**src/rtl/deadlock_dataflow_monitor_if.sv**
```systemverilog
// Signal bundle between a dataflow region and its deadlock monitor.
// The master side drives the status inputs. The slave side is the monitor, which returns the deadlock flag and statistics.
interface deadlock_dataflow_monitor_if #(
  parameter int NUM_PROC = 4,
  parameter int NUM_AXIS = 12,
  parameter int CNT_W    = 16
);
  logic                clear;
  logic [NUM_AXIS-1:0] axis_block_sigs;
  logic [NUM_PROC-1:0] inst_idle_sigs;
  logic [NUM_PROC-1:0] inst_block_sigs;
  logic [NUM_PROC-1:0] child_block;
  logic                block;
  logic [NUM_PROC-1:0] block_proc_vec;
  logic [CNT_W-1:0]    deadlock_count;

  modport master (
    output clear, axis_block_sigs, inst_idle_sigs, inst_block_sigs, child_block,
    input  block, block_proc_vec, deadlock_count
  );

  modport slave (
    input  clear, axis_block_sigs, inst_idle_sigs, inst_block_sigs, child_block,
    output block, block_proc_vec, deadlock_count
  );
endinterface

```
**src/rtl/deadlock_dataflow_monitor.sv**
```systemverilog
// Deadlock monitor for one dataflow region. It flags a region-wide stop condition that persists for THRESHOLD cycles.
// It also snapshots the stream-blocked processes and counts deadlock entries.
module deadlock_dataflow_monitor #(
  parameter int                            NUM_PROC   = 4,
  parameter int                            NUM_AXIS   = 12,
  parameter logic [NUM_PROC*NUM_AXIS-1:0]  AXIS_MAP   = '0,
  parameter logic [NUM_PROC-1:0]           CHILD_MASK = '0,
  parameter int                            THRESHOLD  = 1,
  parameter bit                            STICKY     = 1'b0,
  parameter int                            CNT_W      = 16
) (
  input logic                        clock,
  input logic                        reset,
  deadlock_dataflow_monitor_if.slave bus
);

  typedef enum logic [1:0] {IDLE, ARMED, BLOCKED} state_t;

  localparam logic [CNT_W-1:0] CNT_MAX = '1;
  localparam logic [CNT_W-1:0] TH_C    = CNT_W'(THRESHOLD);

  state_t              state_q, state_d;
  logic [CNT_W-1:0]    cnt_q, cnt_d, cnt_inc;
  logic [CNT_W-1:0]    count_q;
  logic [NUM_PROC-1:0] vec_q;
  logic [NUM_PROC-1:0] axis_blk;
  logic [NUM_PROC-1:0] stop;
  logic                cond;
  logic                enter_blocked;

  // Nested regions only count as stream-blocked once their own monitor agrees.
  always_comb begin
    axis_blk = '0;
    for (int p = 0; p < NUM_PROC; p++) begin
      axis_blk[p] = |(AXIS_MAP[p*NUM_AXIS +: NUM_AXIS] & bus.axis_block_sigs);
      if (CHILD_MASK[p]) axis_blk[p] = axis_blk[p] & bus.child_block[p];
    end
  end

  assign stop = bus.inst_idle_sigs | bus.inst_block_sigs | axis_blk;
  assign cond = (|axis_blk) & (&stop);

  // NOTE: every always_comb output gets a default first so no path can infer a latch.
  always_comb begin
    state_d = state_q;
    cnt_d   = cnt_q;
    cnt_inc = (cnt_q == CNT_MAX) ? cnt_q : cnt_q + 1'b1;
    if (bus.clear) begin
      state_d = IDLE;
      cnt_d   = '0;
    end else begin
      unique case (state_q)
        IDLE: begin
          if (cond) begin
            cnt_d   = CNT_W'(1);
            state_d = (THRESHOLD == 1) ? BLOCKED : ARMED;
          end
        end
        ARMED: begin
          if (cond) begin
            cnt_d = cnt_inc;
            if (cnt_inc >= TH_C) state_d = BLOCKED;
          end else begin
            state_d = IDLE;
            cnt_d   = '0;
          end
        end
        BLOCKED: begin
          if (cond) begin
            cnt_d = cnt_inc;
          end else if (!STICKY) begin
            state_d = IDLE;
            cnt_d   = '0;
          end
        end
        default: begin
          state_d = IDLE;
          cnt_d   = '0;
        end
      endcase
    end
  end

  assign enter_blocked = (state_d == BLOCKED) && (state_q != BLOCKED);

  // NOTE: sequential state uses non-blocking assignments so every register samples pre-edge values.
  always_ff @(posedge clock) begin
    if (reset) begin
      state_q <= IDLE;
      cnt_q   <= '0;
      vec_q   <= '0;
      count_q <= '0;
    end else begin
      state_q <= state_d;
      cnt_q   <= cnt_d;
      if (enter_blocked) begin
        vec_q <= axis_blk;
        if (count_q != CNT_MAX) count_q <= count_q + 1'b1;
      end
    end
  end

  assign bus.block          = (state_q == BLOCKED);
  assign bus.block_proc_vec = vec_q;
  assign bus.deadlock_count = count_q;

endmodule
```
**src/flat_wrapper.sv**
```systemverilog
// flat-port wrapper written by rule: the top's interface ports become plain ports
module deadlock_dataflow_monitor_flat 
#(
  parameter int                            NUM_PROC   = 4,
  parameter int                            NUM_AXIS   = 12,
  parameter logic [NUM_PROC*NUM_AXIS-1:0]  AXIS_MAP   = '0,
  parameter logic [NUM_PROC-1:0]           CHILD_MASK = '0,
  parameter int                            THRESHOLD  = 1,
  parameter bit                            STICKY     = 1'b0,
  parameter int                            CNT_W      = 16
)
  (clock, reset, bus_clear, bus_axis_block_sigs, bus_inst_idle_sigs, bus_inst_block_sigs, bus_child_block, bus_block, bus_block_proc_vec, bus_deadlock_count);
  deadlock_dataflow_monitor_if #(.NUM_PROC(NUM_PROC), .NUM_AXIS(NUM_AXIS), .CNT_W(CNT_W)) bus_i ();
  input logic clock;
  input logic reset;
  input wire logic [$bits(bus_i.clear)-1:0] bus_clear;
  input wire logic [$bits(bus_i.axis_block_sigs)-1:0] bus_axis_block_sigs;
  input wire logic [$bits(bus_i.inst_idle_sigs)-1:0] bus_inst_idle_sigs;
  input wire logic [$bits(bus_i.inst_block_sigs)-1:0] bus_inst_block_sigs;
  input wire logic [$bits(bus_i.child_block)-1:0] bus_child_block;
  output wire logic [$bits(bus_i.block)-1:0] bus_block;
  output wire logic [$bits(bus_i.block_proc_vec)-1:0] bus_block_proc_vec;
  output wire logic [$bits(bus_i.deadlock_count)-1:0] bus_deadlock_count;
  assign bus_i.clear = bus_clear;
  assign bus_i.axis_block_sigs = bus_axis_block_sigs;
  assign bus_i.inst_idle_sigs = bus_inst_idle_sigs;
  assign bus_i.inst_block_sigs = bus_inst_block_sigs;
  assign bus_i.child_block = bus_child_block;
  assign bus_block = bus_i.block;
  assign bus_block_proc_vec = bus_i.block_proc_vec;
  assign bus_deadlock_count = bus_i.deadlock_count;
  deadlock_dataflow_monitor #(.NUM_PROC(NUM_PROC), .NUM_AXIS(NUM_AXIS), .AXIS_MAP(AXIS_MAP), .CHILD_MASK(CHILD_MASK), .THRESHOLD(THRESHOLD), .STICKY(STICKY), .CNT_W(CNT_W)) u_core (.clock(clock), .reset(reset), .bus(bus_i));
endmodule
```
**config.mk**
```make
export PLATFORM = sky130hd
export DESIGN_NAME = deadlock_dataflow_monitor_flat
export DESIGN_NICKNAME = d
export VERILOG_FILES = /design/src/rtl/deadlock_dataflow_monitor_if.sv /design/src/rtl/deadlock_dataflow_monitor.sv /design/src/flat_wrapper.sv
export SDC_FILE = /design/constraint.sdc
export NUM_CORES = 1
export LEC_CHECK = 0
export ABC_AREA = 1
export CORE_MARGIN = 2
export CORE_UTILIZATION = 32
export CTS_BUF_LIST = sky130_fd_sc_hd__clkbuf_8 sky130_fd_sc_hd__clkbuf_16
export CTS_CLUSTER_SIZE = 20
export DETAILED_ROUTE_END_ITERATION = 16
export GPL_ROUTABILITY_DRIVEN = 0
export HOLD_SLACK_MARGIN = 0.05
export PLACE_DENSITY = 0.77
export SKIP_CTS_REPAIR_TIMING = 1
export SLEW_MARGIN = 20
export SYNTH_ARGS = -nofsm -noshare
export SYNTH_HDL_FRONTEND = slang
export SYNTH_SLANG_ARGS = --single-unit
```
**constraint.sdc**
```tcl
create_clock -name clock -period 1.5 [get_ports clock]
set_clock_uncertainty 0.1 [all_clocks]
set_input_delay 0.15 -clock clock [delete_from_list [all_inputs] [get_ports clock]]
set_output_delay 0.15 -clock clock [all_outputs]
set_load 0.02 [all_outputs]
```
# == After elaboration in Yosys (flattened, before gate mapping) ==
# Index checks and enable logic that the tools add are counted.
# totals
ff_bits,18
inputBits,27
# classes
add_sub_neg,1
n_eq_ne,4
mux,2
reduce_logical,3
# ops
operator,n
"16-bit by 1-bit adder with 16-bit output, second input constant",1
"16-bit != test, second input constant",1
"2-bit == test, second input constant",2
2-bit 2-to-1 mux,2
2-bit zero test,1
"2-bit != test, second input constant",1
2-bit AND reduction,1
1-bit logical AND,1

# == Depth between registers and ports, before layout ==
# depth
depth_word,6
depth_mapped,3
mapped_depth_nobuf,2

# == Worst setup path after synthesis ==
# No wires, ideal clock.
# synth_timing
path_type,register -> output
start,reg u_core.state_q[1]
end,out bus_block
arrival_time_ns,0.594
required_ns,1.250
setup_slack_ns,0.656
stages_incl_launch_ff,3
cell_sequence,dfxtp_1 > inv_1 > nor2_1
# synth_via
elab_chain_cells,1
# synth_rtl
element,line,source
"start, declared",deadlock_dataflow_monitor.sv:22,"state_t state_q, state_d;"
"start signal, assigned",deadlock_dataflow_monitor.sv:94,state_q <= state_d;
2-bit == test,deadlock_dataflow_monitor.sv:103,assign bus.block = (state_q == BLOCKED);
"end, declared",flat_wrapper.sv:21,output wire logic [$bits(bus_i.block)-1:0] bus_block;
# Every way passes these cells.

# == Final worst setup path ==
# layout_timing
start,"reg u_core.count_q[4], in the netlist u_core.bus.deadlock_count[4]"
end,out bus_deadlock_count[4]
# layout_rtl
element,line,source
"start, declared",deadlock_dataflow_monitor.sv:24,logic [CNT_W-1:0] count_q;
"start signal, assigned",deadlock_dataflow_monitor.sv:98,if (count_q != CNT_MAX) count_q <= count_q + 1'b1;
"end, declared",flat_wrapper.sv:23,output wire logic [$bits(bus_i.deadlock_count)-1:0] bus_deadlock_count;
# No word-level cell between the ends.

==> impl_summary.md <==
Placed design
The pre-CTS setup slack is 0.2347 ns. Counting tap cells, the placed design contains a total of 94 instances. The HPWL after detailed placement is 596.5 um.

The number of input and output port buffers inserted is 18. Once placement finished, the instance area stood at 726.9 sq um.

Global routing
The initial antenna violation count came to 0. The first global-routing pass estimated 1331 um of wire. The total global routing overflow is 0. The number of global-route vias before repair came to 365. Entering global routing, the biggest net connects 11 pins. The global-route usage over all layers is 9.106%.

STA
Setup repair after global routing left no endpoint under its margin. The post-route fraction of the period consumed by the critical path is 96.04%. The final hold violation count is 0. The routed design could run at a clock period as short as 1.441 ns. Setup total negative slack on the finished layout was measured at 0 ns. The fmax is 0.6942 GHz. The count of pins over their slew limit is 0.

The total of endpoints with negative setup slack in the final report is 0. The final worst-path setup slack is 0.05942 ns.

Final layout
With fillers left out, the area of the finished cells amounts to 770.7 sq um. Counting the fill cells in the layout gives 171. The final net count is 109. In the final layout, the share of cells above drive strength 1 is 8.750%.

For this run, the number of standard cells in the final layout without fillers is 97. The area growth from synthesis to layout is 38.74%. The number of inserted diodes is 0.

Setup path
The worst setup path is launched from a register. The cell family with the largest share of critical-path delay is buffers and inverters. The number of buffers and inverters on the critical path is 1. The data arrival time of the critical path is 1.19 ns. The endpoint kind of the worst setup timing path is a primary output. For this design, the slowest cell found on the critical path is clkdlybuf4s50_1. The signal on the critical path passes through clkdlybuf4s50_1. The path type of the worst setup path is reg -> out.

The stage delay of the slowest cell on the critical path is 0.61 ns. The highest fanout seen on the critical path is 2. The critical path required time is 1.25 ns.

Power and ir drop
In this run, flip-flops and latches consume 58.5% of the power. The design draws 0.8228 mW. Combinational cells account for 3.2% of the total power. The cell-internal power is 0.6651 mW. Net switching is 19.17% of the power. The cell leakage power is 0.3132 nW.

The highest ir drop seen on vdd is 0.0005570 V. For this design the ratio of total power to cell area is 1067 mW/mm^2. The total net switching power is 0.1577 mW. The part of the total power dissipated in the clock network is 38.3%.

Route
Routed signal wires occupy layers up through met3. For this run, design rule violations remaining after detail routing come to 0. After the first detailed-routing iteration, the DRC count stood at 0. The per-cell via count in the routed design is 3.763. The routed length on met2 is 357 um.

The iteration count of the initial detailed-routing pass is 1. The number of nets with antenna violations after detailed routing is 0. The final layout contains routed wiring with a total length of 796 um. After detailed routing, the wire length on met1 is 369 um. In the detailed route, the total length drawn on met3 is 68 um. The total via count after detailed routing is 365. The routed length per instance is 8.206 um.

Die
The die outline height is 45.67 um. The count of pins on the block boundary is 48. The floorplan step defined a die boundary enclosing 0.002085 sq mm. The initial cell density of the core is 33.26%. The core area is 0.001670 sq mm.

The row count is 15. The horizontal die dimension is 45.67 um.

Clock network
Clock latency on the worst-skew pair, taken at its later pin, is 0.24 ns. Counting every sink on the clock net gives 18. The number of H-tree levels is 1.

The CTS tree is yes. TritonCTS created 3 clock buffers. The maximum buffer depth of the clock tree is 2. Clock-pin slew was measured on the worst setup and hold paths at 0.06 ns. Clock tree synthesis selected as its root buffer the cell clkbuf_8.

Job
The tool flagged a number of max-cap violations equal to 0.

Synth
The sequential cell area fraction in the yosys report is 64.86%. The post-synthesis instance area is 555.5 sq um. During synthesis, Yosys emitted a total of 0 warnings. A synthesized cell averages 9.416 sq um. Synthesis inferred 18 register bits.

Synthesis instantiated 8 different standard cells from the library. Counting every instance in the synthesized netlist gives 59.

Min path
The tightest min-delay check is of the reg -> reg type.

Status
The flow ran to the end, and the final reports show no timing, DRC or antenna violations.
-- metal layers --
metal,vias up,GRT usage [%]
met5,-,0
met4,0,3.529
met3,0,4.762
met2,17,14.37
met1,157,10.32
li1,191,-
-- power groups by stage --
| stage | Combinational (mW) | Sequential (mW) | Clock (mW) |
|---|---|---|---|
| CTS | 0.0263 | 0.481 | 0.331 |
| finish | 0.0259 | 0.482 | 0.315 |
| global placement | 0.0261 | 0.492 | 0 |
| global route | 0.0283 | 0.481 | 0.350 |
| detailed placement | 0.0262 | 0.492 | 0 |
| floorplan | 0.0321 | 0.492 | 0 |
-- cell families after synthesis --
family	Yosys count	share of synthesized area (%)
buf+inv	23	21.62
flops	18	64.87
other cells	1	0.6750
simple gates	17	12.84
-- synth_stat cells --
cell type	instances	area, sq um
nor2_2	3	18.77
conb_1	1	3.750
inv_1	17	63.81
buf_4	4	30.03
dfxtp_1	18	360.4
nor2_1	14	52.55
buf_6	1	11.26
buf_8	1	15.01
-- cell usage in the layout (no fill, tap or decap) --
cell             netlist  layout
dfxtp_1               18      18
clkdlybuf4s50_1        0      17
inv_1                 17      17
conb_1                 1       6
clkbuf_8               0       3
buf_4                  4       1
dlymetal6s2s_1         0       1
nor2_2                 3       3
nor2_1                14      14
-- per-stage QoR --
| step | utilization [%] | hold WS, ns |
|---|---|---|
| floorplan | - | 0.2351 |
| global route | 46.14 | 0.3405 |
| global placement | 43.52 | 0.3092 |
| finish | 46.14 | 0.3186 |
| detailed placement | 43.52 | 0.3126 |
| CTS | 45.99 | 0.3231 |
-- registers in the layout (all words and copies together) (netlist names) --
signal                     count
u_core.bus.deadlock_count     16
u_core.state_q                 2
-- final timing paths --
| kind | startpoint | end | slack (ns) | depth (start not counted) |
|---|---|---|---|---|
| worst min-delay path | u_core.bus.deadlock_count[15] | u_core.bus.deadlock_count[15] | 0.32 | 2 |
| worst min register to register | u_core.bus.deadlock_count[15] | u_core.bus.deadlock_count[15] | 0.32 | 2 |
| worst max-delay path | u_core.bus.deadlock_count[4] | bus_deadlock_count[4] | 0.06 | 1 |
| worst max register to register | u_core.bus.deadlock_count[4] | u_core.bus.deadlock_count[4] | 0.88 | 2 |
-- cell type report --
cell class              instances  area, sq um  share of cell area, %
multi-input cells              23        93.84                  12.18
well taps                      17        21.27                  2.760
repair buffers                 19        190.2                  24.68
clock buffers                   3        41.29                  5.357
inverters                      17        63.81                  8.279
flip-flops and latches         18        360.3                  46.75
No activity file was read; power rests on OpenSTA's default activity.
